==> config.mk <==
export PLATFORM = sky130hd
export DESIGN_NAME = m32b_8b
export DESIGN_NICKNAME = d
export VERILOG_FILES = /design/src/rtl/m32b_8b.sv
export SDC_FILE = /design/constraint.sdc
export NUM_CORES = 1
export LEC_CHECK = 0
export ABC_AREA = 1
export BUFFER_PORTS_ARGS = -buffer_cell sky130_fd_sc_hd__buf_4
export CORE_MARGIN = 1
export CORE_UTILIZATION = 52
export CTS_CLUSTER_SIZE = 28
export DETAILED_ROUTE_END_ITERATION = 7
export GPL_TIMING_DRIVEN = 0
export HOLD_SLACK_MARGIN = 0.08
export PLACE_DENSITY = 0.85
export SLEW_MARGIN = 20
export SYNTH_ARGS = -nofsm -noshare
export SYNTH_HDL_FRONTEND = slang
export SYNTH_SLANG_ARGS = --single-unit
==> constraint.sdc <==
create_clock -name clk_4f -period 2.28 [get_ports clk_4f]
set_input_delay 0.456 -clock clk_4f [delete_from_list [all_inputs] [get_ports clk_4f]]
set_output_delay 0.456 -clock clk_4f [all_outputs]
set_load 0.005 [all_outputs]
==> src/rtl/m32b_8b.sv <==
// Word-to-byte serializer: 32-bit words enter through a valid/ready handshake,
// are buffered in a small FIFO and leave as four consecutive bytes on clk_4f.
module m32b_8b #(
  parameter int unsigned FIFO_DEPTH = 2,
  parameter bit          MSB_FIRST  = 1'b1,
  parameter logic [7:0]  IDLE_DATA  = 8'h00
) (
  input  logic        clk_4f,
  input  logic        reset,
  input  logic [31:0] data_in,
  input  logic        valid_in,
  output logic        ready_in,
  output logic [7:0]  data_out,
  output logic        valid_out
);

  localparam int unsigned PTR_W = (FIFO_DEPTH > 1) ? $clog2(FIFO_DEPTH) : 1;
  localparam int unsigned CNT_W = $clog2(FIFO_DEPTH + 1);
  localparam logic [CNT_W-1:0] DEPTH_C = CNT_W'(FIFO_DEPTH);
  localparam logic [PTR_W-1:0] LAST_C  = PTR_W'(FIFO_DEPTH - 1);

  typedef enum logic {IDLE, SEND} state_t;

  logic [31:0]      mem [FIFO_DEPTH];
  logic [PTR_W-1:0] wr_ptr, rd_ptr;
  logic [CNT_W-1:0] count, count_nxt;
  state_t           state, state_nxt;
  logic [1:0]       idx, idx_nxt;
  logic [31:0]      cur_word, cur_word_nxt;
  logic [7:0]       data_nxt;
  logic             valid_nxt;
  logic             push, pop;

  function automatic logic [7:0] pick(input logic [31:0] w, input logic [1:0] k);
    logic [1:0] sel;
    logic [7:0] b;
    sel = MSB_FIRST ? (2'd3 - k) : k;
    case (sel)
      2'd0:    b = w[7:0];
      2'd1:    b = w[15:8];
      2'd2:    b = w[23:16];
      default: b = w[31:24];
    endcase
    return b;
  endfunction

  always_comb begin
    push         = valid_in && ready_in;
    pop          = 1'b0;
    state_nxt    = state;
    idx_nxt      = idx;
    cur_word_nxt = cur_word;
    data_nxt     = IDLE_DATA;
    valid_nxt    = 1'b0;
    case (state)
      IDLE: begin
        if (count != '0) begin
          pop          = 1'b1;
          state_nxt    = SEND;
          idx_nxt      = '0;
          cur_word_nxt = mem[rd_ptr];
          data_nxt     = pick(mem[rd_ptr], 2'd0);
          valid_nxt    = 1'b1;
        end
      end
      SEND: begin
        if (idx != 2'd3) begin
          idx_nxt   = idx + 2'd1;
          data_nxt  = pick(cur_word, idx + 2'd1);
          valid_nxt = 1'b1;
        end else if (count != '0) begin
          // Last byte out: chain straight into the next word without a gap
          pop          = 1'b1;
          idx_nxt      = '0;
          cur_word_nxt = mem[rd_ptr];
          data_nxt     = pick(mem[rd_ptr], 2'd0);
          valid_nxt    = 1'b1;
        end else begin
          state_nxt = IDLE;
          idx_nxt   = '0;
        end
      end
      default: state_nxt = IDLE;
    endcase
    count_nxt = count + CNT_W'(push) - CNT_W'(pop);
  end

  always_ff @(posedge clk_4f) begin
    if (push) mem[wr_ptr] <= data_in;
  end

  always_ff @(posedge clk_4f or posedge reset) begin
    if (reset) begin
      state     <= IDLE;
      idx       <= '0;
      cur_word  <= '0;
      count     <= '0;
      wr_ptr    <= '0;
      rd_ptr    <= '0;
      ready_in  <= 1'b0;
      data_out  <= IDLE_DATA;
      valid_out <= 1'b0;
    end else begin
      state     <= state_nxt;
      idx       <= idx_nxt;
      cur_word  <= cur_word_nxt;
      count     <= count_nxt;
      ready_in  <= count_nxt < DEPTH_C;
      data_out  <= data_nxt;
      valid_out <= valid_nxt;
      if (push) wr_ptr <= (wr_ptr == LAST_C) ? '0 : wr_ptr + 1'b1;
      if (pop)  rd_ptr <= (rd_ptr == LAST_C) ? '0 : rd_ptr + 1'b1;
    end
  end

endmodule

# After elaboration in Yosys (flattened, before gate mapping)
# Memories as Yosys holds them, arrays and structs flattened.
# Index checks and enable logic that the tools add are counted.
# W data, S select, Z words.
# classes
muxes	19
addsub	6
n_eq_ne	5
n_lt_le_gt_ge	1
n_bitwise	1
n_reduce_logical	3
# op_table
cell	count
$mux W32	2
$pmux W32 S2	1
$pmux W8 S3	1
$mux W8	2
$pmux W8 S2	1
$mux W1	7
$ne A2 B2 Y1 const B	3
$mux W2	2
$pmux W1 S2	2
$pmux W2 S2	1
$add A1 B1 Y1 const B	2
$add A2 B1 Y2	1
$add A2 B1 Y2 const B	1
$eq A2 B1 Y1 const B	1
$eq A2 B2 Y1 const B	1
$logic_not A2 Y1	1
$lt A2 B2 Y1 const B	1
$reduce_bool A2 Y1	1
$sub A2 B1 Y2	1
$sub A2 B2 Y2 const A	1
$logic_and A1 B1 Y1	1
$not A1 Y1	1
# word_totals
reg_bits	48
ram_bits	64
word_cells	44
inputBits	35
n_memories	1
# mem_list
memory	words	width	read_ports	rd_ports_with_merged_regs	wr	line_no	rtl
mem	2	32	1	0	1	24	logic [31:0] mem [FIFO_DEPTH];

# Depth between registers and ports, before layout
# Gate-level depths: netlist (run 1).
# logic_depth
word_depth	6
depth_mapped	10
depth_no_buf	9

# Worst setup path after synthesis (run 1)
# OpenSTA, ideal clock, no wires.
# synth_path
path_type	input to register
from	input port valid_in
to	memory mem[0][0] (enable)
arrival_time_ps	1925
setup_time_ps	421
cell_stages	2
path_buffers	0
setup_slack_ps	-66
path_cell_list	nand2_1 > nor2_1
# synth_between
elab_chain_cells	3
# synth_rtl
item	line_no	rtl
start: declaration	11	input logic valid_in,
$logic_and A1 B1 Y1	48	push = valid_in && ready_in;
$mux W1	89	if (push) mem[wr_ptr] <= data_in;
$mux W1 (not written as such)	89	
end: declaration	24	
# Every way passes these cells.

# Worst setup path in the final report (run 1)
# layout_path
from	register idx[0]
to	register count[1]
# layout_between
elab_chain_cells	4
# layout_rtl
item	line_no	rtl
start: declaration	28	logic [1:0] idx, idx_nxt;
start signal: assignment	105	idx <= idx_nxt;
$ne A2 B2 Y1	67	if (idx != 2'd3) begin
$mux W1	67	
$pmux W1 S2	55	case (state)
net pop	32	logic push, pop;
$sub A2 B1 Y2	85	count_nxt = count + CNT_W'(push) - CNT_W'(pop);
net count_nxt[1]	26	logic [CNT_W-1:0] count, count_nxt;
end signal: assignment	107	count <= count_nxt;
end: declaration	26	
# The timed path passes the listed nets, and every way through them passes these cells.
# A chain may end at the register's enable or synchronous reset.

==> flow_summary.ini, run 1 <==
[yosys]
syn_avg_cell_area_um2 = 10.63
ys_types = 17
syn_inst = 390
synthesis.area_um2 = 4146
yosysWarnings = 0
yosysSeqAreaShare = 0.7049
postSynthNetCount = 431
ys_ff_latch = 104

[routing]
drcViolationCount = 0
wire_per_inst_um = 13.41
dr.pass1.iters = 4
viasPerCell = 4.906
wl_um = 7443
initialDrtViolationCount = 166
drtAntennaViolNets = 0
vias = 2723

[sta]
finalCriticalPeriod_ns = 2.018
grt_setup_unrepaired = false
worst_pin_slew_ns = 0.5866
fin_ws_ns = 0.2618
setup_tns_ns = 0
finClkSkew_ns = 0.005566
slew_violations = 0
setup_viol = 0
finalCritPeriodShare = 0.8852
slew_headroom = 0.6080
fmax_ghz = 0.4955
holdWs_ns = 0.08285
hold_violations = 0

[global_route]
track_usage = 0.1985
grt_pass1_vias = 2794
overflow = 0
grt_busiest_layer = met2
grt_pass1_wl_um = 12450
met1_usage = 0.2394
grt_max_degree = 24
met3_usage = 0.03685
use_met2 = 0.3346
grt_antenna_before_repair = 0

[worst_setup_path]
cp.required_ns = 2.53
critical_path_class = flop to flop
cp-start-kind = flop
reg2reg_from = idx[0]
worstPathMaxFanout = 10
critPathLaunch = idx[0]
cp.arrival_ns = 2.27
critPathCaptureType = flop

[run]
drv_cap = 0

[clock_network]
cts_setup_buffers = 0
cts_max_path_buffers = 2
insertion_delay_ns = 0.36
cts_sinks = 104
cts-resized-gates = 0
root_buffer = clkbuf_8
cts_buffers = 9
cts_tree = built
hold_buffers = 0
htree_num_levels = 3
clkSlewWorstSetupHoldPaths_ns = 0.09

[floorplanning]
pin_count = 45
die_h_um = 91.30
core_area_um2 = 7727
die-area_um2 = 8335
start_util = 0.5366
rows = 32
die_x_um = 91.30

[cells_and_area]
layout-drive-gt1-share = 0.1965
utilization = 0.6339
multi_input_area_um2 = 1091
antenna_cells = 0
nets = 489
stdcell_count = 555
fillers = 556
seq_area_um2 = 2923
syn_to_final_growth_pct = 18.14

[power]
swShare = 0.3678
p_leak_nw = 2.281
seq_power_share = 0.452
power.density_nw_per_um2 = 1275
clockPowerShare = 0.178
power.internal_mw = 3.949
comb_power_share = 0.370
netSwitchingPower_mw = 2.298
vdd.ir_drop.worst_uv = 469.5

[placement]
place_inst = 539
io_buffers = 44
dp_hpwl_um = 5428
detailedPlace.worstSlack_ns = 0.2930
routabilityCongestion = 0.8266

[hold_path]
hold_class = primary input to async pin

[run_status]
status = complete, no violations
[cells by family after synthesis]
family,Yosys count,synth area share
flops,104,0.7049
simple gates,250,0.2381
xor+xnor,1,0.002113
fa+ha+maj,6,0.01810
compound gates,1,0.001206
buf+inv,28,0.03561
[metal layers]
layer	share of wire	up-vias
li1	-	1351
met1	0.42	1267
met2	0.50	79
met3	0.042	26
met4	0.040	0
met5	0	-
[power by group through the flow]
| stage | combinational [mW] | sequential (mW) | clock [mW] |
|---|---|---|---|
| after global placement | 2.13 | 2.85 | 0 |
| after CTS | 2.33 | 2.82 | 1.13 |
| after detailed placement | 2.31 | 2.86 | 0 |
| final | 2.31 | 2.82 | 1.11 |
| after global routing | 2.67 | 2.87 | 1.19 |
| after floorplan | 1.61 | 2.80 | 0 |
[critical path, cell delays in order (launching register included)]
cell	delay, ns
dfrtp_1	0.45
ha_1	0.27
nor2_4	0.24
nor2_4	0.10
buf_6	0.16
ha_1	0.27
inv_1	0.05
ha_1	0.17
inv_1	0.07
nand3_1	0.08
nand2_1	0.06
[sequential cells by signal (all words and copies together), names as in the netlist]
name / cells
wr_ptr: 1
count: 2
data_out: 8
idx: 2
state: 1
rd_ptr: 1
mem: 64
cur_word: 24
ready_in: 1
[final cells by class]
cell class,count,area share
Sequential cell,104,0.5967
Multi-Input combinational cell,258,0.2227
Inverter,12,0.009195
Clock inverter,6,0.01405
Tap cell,102,0.02605
Clock buffer,10,0.02605
Buffer,16,0.02094
Timing Repair Buffer,47,0.08429
[worst paths after layout]
check | endpoint | slack, ns | cells after the start
max | count[1] | 0.26 | 10
min | data_out[7] | 0.08 | 2
max reg2reg | count[1] | 0.26 | 10
min reg2reg | cur_word[5] | 0.49 | 2
max in group asynchronous | cur_word[10] | 1.75 | 3
min in group clk_4f | mem[1][4] | 0.28 | 1
[cells in the mapped netlist]
cell | count | area [um2]
nor2_4 | 2 | 22.52
buf_2 | 7 | 35.03
nor2_2 | 1 | 6.260
nand2_1 | 226 | 848.3
inv_1 | 10 | 37.54
xor2_1 | 1 | 8.760
inv_2 | 2 | 7.510
nand2_2 | 6 | 37.54
nand3_1 | 13 | 65.06
nor2_1 | 2 | 7.510
clkbuf_1 | 3 | 11.26
buf_6 | 3 | 33.78
o21ai_0 | 1 | 5.000
edfxtp_1 | 64 | 1922
ha_1 | 6 | 75.07
buf_4 | 3 | 22.52
dfrtp_1 | 40 | 1001
[layout by cell type, fill, tap and decap left out, types with 6 or more instances in the layout]
cell      netlist  final
clkbuf_8        0      9
ha_1            6      6
inv_1          10      9
nand3_1        13     13
edfxtp_1       64     64
nand2_2         6      6
nand2_1       226    226
dfrtp_1        40     40
buf_4           3     47
buf_2           7      7
[through the flow]
stage,total power [mW],instance area (um2)
final,6.247,4898
after global routing,6.732,4898
after detailed placement,5.165,4702
after CTS,6.282,4898
after floorplan,4.415,4146
after global placement,4.980,4604
Power figures use the tool's default switching activity.
==> run 2, diff against run 1 <==
Settings changed: GPL_TIMING_DRIVEN 0 to not set.
==> run 2 against run 1 <==
Clock power fell by 15%. Final cell count is 2.5% lower. First-iteration DRC count up 39%. Worst hold slack better by 0.13 ns. Core utilization is 2.6 points lower. Register-to-register slack got worse by 0.03 ns.
==> flow_summary.ini, run 2 (synthesis gave the netlist of run 1 again) <==
[run_status]
status = complete, no violations

[routing]
wire_per_inst_um = 13.98
drcViolationCount = 0
dr.pass1.iters = 4
drtAntennaViolNets = 0
wl_um = 7563
initialDrtViolationCount = 230
viasPerCell = 4.965
vias = 2686

[power]
seq_power_share = 0.476
comb_power_share = 0.363
netSwitchingPower_mw = 2.258
p_leak_nw = 2.184
swShare = 0.3818
total_power_mw = 5.915
vdd.ir_drop.worst_uv = 512.5
power.density_nw_per_um2 = 1259
clockPowerShare = 0.160
power.internal_mw = 3.657

[global_route]
grt_max_degree = 41
track_usage = 0.2031
grt_pass1_wl_um = 12910
grt_antenna_before_repair = 0
overflow = 0
grt_pass1_vias = 2823

[sta]
holdWs_ns = 0.2133
finClkSkew_ns = 0.01068
fmax_ghz = 0.4876
slew_headroom = 0.4344
finalCriticalPeriod_ns = 2.051
hold_violations = 0
slew_violations = 0
grt_setup_unrepaired = false
setup_viol = 0
fin_ws_ns = 0.2293
worst_pin_slew_ns = 0.8475
finalCritPeriodShare = 0.8994

[clock_network]
cts-resized-gates = 0
insertion_delay_ns = 0.36
hold_buffers = 0
cts_tree = built
cts_sinks = 104
cts_buffers = 9
root_buffer = clkbuf_8
clkSlewWorstSetupHoldPaths_ns = 0.09
htree_num_levels = 3
cts_setup_buffers = 0
cts_max_path_buffers = 2

[floorplanning]
die-area_um2 = 8335
die_x_um = 91.30
start_util = 0.5366
die_h_um = 91.30
rows = 32
core_area_um2 = 7727
pin_count = 45

[cells_and_area]
utilization = 0.6080
final_cell_area_um2 = 4698
final_common_cell = nand2_1
mostFrequentLayoutCells = nand2_1, edfxtp_1, buf_4, dfrtp_1, nand3_1
largest_reg_flops = 64
antenna_cells = 0
nets = 475
top_regs = mem (64), cur_word (24), data_out (8)
layout-drive-gt1-share = 0.1663
syn_to_final_growth_pct = 13.31
regMostFlops = mem

[worst_setup_path]
critPathCaptureType = flop
critical_path_class = flop to flop
cp.arrival_ns = 2.31
cp.required_ns = 2.54
cp-start-kind = flop
worstPathMaxFanout = 17

[placement]
detailedPlace.worstSlack_ns = 0.01245
dp_hpwl_um = 4872
routabilityCongestion = 0.9061
io_buffers = 44
place_area_um2 = 4537

[hold_path]
hold_class = primary input to async pin

[run]
drv_cap = 0
[run 2: power groups by stage]
stage          combinational [mW]  sequential [mW]  clock (mW)
3_3_place_gp                 1.99             2.83           0
3_5_place_dp                 2.11             2.85           0
2_1_floorplan                1.61             2.80           0
4_1_cts                      2.16             2.82       0.968
6_report                     2.15             2.82       0.948
5_1_grt                      2.46             2.86        1.03
[run 2: layer usage]
layer  global-route usage  vias up  routed length (um)  share of wire
met5                    0        -                   0              0
met4               0.1243        0                 154          0.020
met3              0.03099       15                 438          0.058
met2               0.3491       84                3910           0.52
met1               0.2409     1265                3060           0.40
li1                     -     1322                   -              -
[run 2: layout make-up]
type                            instances  area (um2)
Clock buffer                           11       131.4
Clock inverter                          5       23.77
Fill cell                             569        3029
Inverter                               12       45.04
Multi-Input combinational cell        259        1087
Sequential cell                       104        2923
Tap cell                              102       127.6
Timing Repair Buffer                   48       360.3
[run 2: critical path: stages, from the launching register on]
cell and delay (ns):
dfrtp_1 0.44, ha_1 0.25, nor2_4 0.10, nor2_4 0.38
ha_1 0.32, inv_1 0.05, ha_1 0.18, inv_1 0.08
nand3_1 0.08, nand2_1 0.05
[run 2: worst paths after layout]
check | start | to | slack [ns] | cells past startpoint
worst min register to register | cur_word[1] | cur_word[1] | 0.49 | 2
worst min-delay path | reset | data_out[7] | 0.21 | 3
worst max-delay path | idx[0] | count[1] | 0.23 | 9
min in group clk_4f | data_in[20] | mem[0][20] | 0.28 | 1
worst max register to register | idx[0] | count[1] | 0.23 | 9
max in group asynchronous | reset | cur_word[10] | 1.72 | 3
[run 2: per-stage QoR]
| step | setup TNS, ns | cells |
|---|---|---|
| floorplan | -4.202 | 390 |
| global route | 0 | 541 |
| CTS | 0 | 541 |
| global placement | 0 | 524 |
| detailed placement | 0 | 524 |
| finish | 0 | 541 |
==> run 3, diff against run 2 <==
Settings changed: CORE_UTILIZATION 52 to 50, PLACE_DENSITY 0.85 to 0.82.
==> run 3 against run 2 <==
Fmax up 3.6%. Non-clock buffer count unchanged. Routed wire length down 1.2%. Largest cell class unchanged. Largest power group unchanged. Sequential cell count unchanged. Sequential share of layout area down 1.0 points.
==> flow_summary.ini, run 3 (synthesis gave the netlist of run 1 again) <==
[run_status]
status = complete, no violations

[clock_network]
hold_buffers = 0
cts_max_path_buffers = 2
cts_sinks = 104
cts_tree = built
insertion_delay_ns = 0.35
clkSlewWorstSetupHoldPaths_ns = 0.09
cts_buffers = 9
cts-resized-gates = 0
htree_num_levels = 3
cts_setup_buffers = 0
root_buffer = clkbuf_8

[placement]
dp_hpwl_um = 4720
routabilityCongestion = 0.8431
io_buffers = 44
detailedPlace.worstSlack_ns = 0.04992
place_area_um2 = 4537

[sta]
finClkSkew_ns = 0.006167
slew_headroom = 0.4648
setup_tns_ns = 0
setup_viol = 0
slew_violations = 0
finalCritPeriodShare = 0.8678
finalCriticalPeriod_ns = 1.979
grt_setup_unrepaired = false
fmax_ghz = 0.5054
worst_pin_slew_ns = 0.8019
fin_ws_ns = 0.3014
hold_violations = 0

[global_route]
grt_max_degree = 41
grt_pass1_wl_um = 12320
track_usage = 0.1887
overflow = 0
grt_antenna_before_repair = 0
grt_pass1_vias = 2693

[floorplanning]
pin_count = 45
die_h_um = 93.07
start_util = 0.5257
core_area_um2 = 7888
die_x_um = 93.07
die-area_um2 = 8661
rows = 32

[routing]
vias = 2738
wl_um = 7472
wire_per_inst_um = 13.81
viasPerCell = 5.061
drtAntennaViolNets = 0
initialDrtViolationCount = 176
dr.pass1.iters = 4
drcViolationCount = 0

[cells_and_area]
regMostFlops = mem
fillers = 634
syn_to_final_growth_pct = 15.24
largest_reg_flops = 64
antenna_cells = 0
final_cell_area_um2 = 4778
mostFrequentLayoutCells = nand2_1, edfxtp_1, buf_4, dfrtp_1, nand3_1
final_common_cell = nand2_1
layout-drive-gt1-share = 0.1731
nets = 475
top_regs = mem (64), cur_word (24), data_out (8)

[power]
p_leak_nw = 2.230
vdd.ir_drop.worst_uv = 568.1
total_power_mw = 6.254
power.density_nw_per_um2 = 1309

[run]
drv_cap = 0

[worst_setup_path]
ff2ff_setup_slack_ns = 0.30
cp.required_ns = 2.53
worstPathMaxFanout = 17
critical_path_class = flop to flop
worst_r2r_path_depth = 9
cp-start-kind = flop
cp.arrival_ns = 2.23
timing.rr.end = count[1]
critPathCaptureType = flop
reg2reg_from = idx[0]

[hold_path]
hold_class = primary input to async pin
## run 3: report_power, final
part           switching [mW]  internal [mW]  total (mW)
combinational            1.45          0.691        2.14
sequential              0.233           2.58        2.81
clock                   0.576          0.726        1.30
## run 3: worst max-delay path: stages (launching register included)
cell and delay [ns]:
dfrtp_1 0.43, ha_1 0.24, nor2_4 0.10, nor2_4 0.37, ha_1 0.31, inv_1 0.05
ha_1 0.18, inv_1 0.06, nand3_1 0.08, nand2_1 0.05
## run 3: per-stage QoR
stage               hold WS, ns  utilization  std cells
CTS                      0.2286       0.6050        540
floorplan                0.4487            -        390
global route             0.2587       0.6058        541
global placement         0.4623       0.5752        524
detailed placement       0.4659       0.5752        524
finish                   0.2161       0.6058        541
## run 3: worst max path at each step
stage                         from        end  slack (ns)  cells past startpoint
after global placement      idx[0]   count[1]        0.17                      9
final                       idx[0]   count[1]        0.30                      9
after global routing        idx[0]   count[1]        0.09                      9
after CTS                   idx[0]   count[1]        0.04                      9
after floorplan           valid_in  mem[0][0]       -0.07                      2
after detailed placement    idx[0]   count[1]        0.05                      9
## run 3: layer usage
layer | vias up | track usage | share of wire
li1 | 1320 | - | -
met3 | 17 | 0.04146 | 0.054
met2 | 87 | 0.3174 | 0.50
met4 | 0 | 0.08462 | 0.028
met1 | 1314 | 0.2345 | 0.42
met5 | - | 0 | 0
## run 3: cell type report
type / instances / area, um2 / area share
multi-input combinational: 259 / 1087 / 0.2275
timing repair buffer: 48 / 360.3 / 0.07541
clock buffer: 10 / 127.6 / 0.02671
clock inverter: 6 / 107.6 / 0.02252
inverter: 12 / 45.04 / 0.009427
sequential: 104 / 2923 / 0.6117
tap: 102 / 127.6 / 0.02671
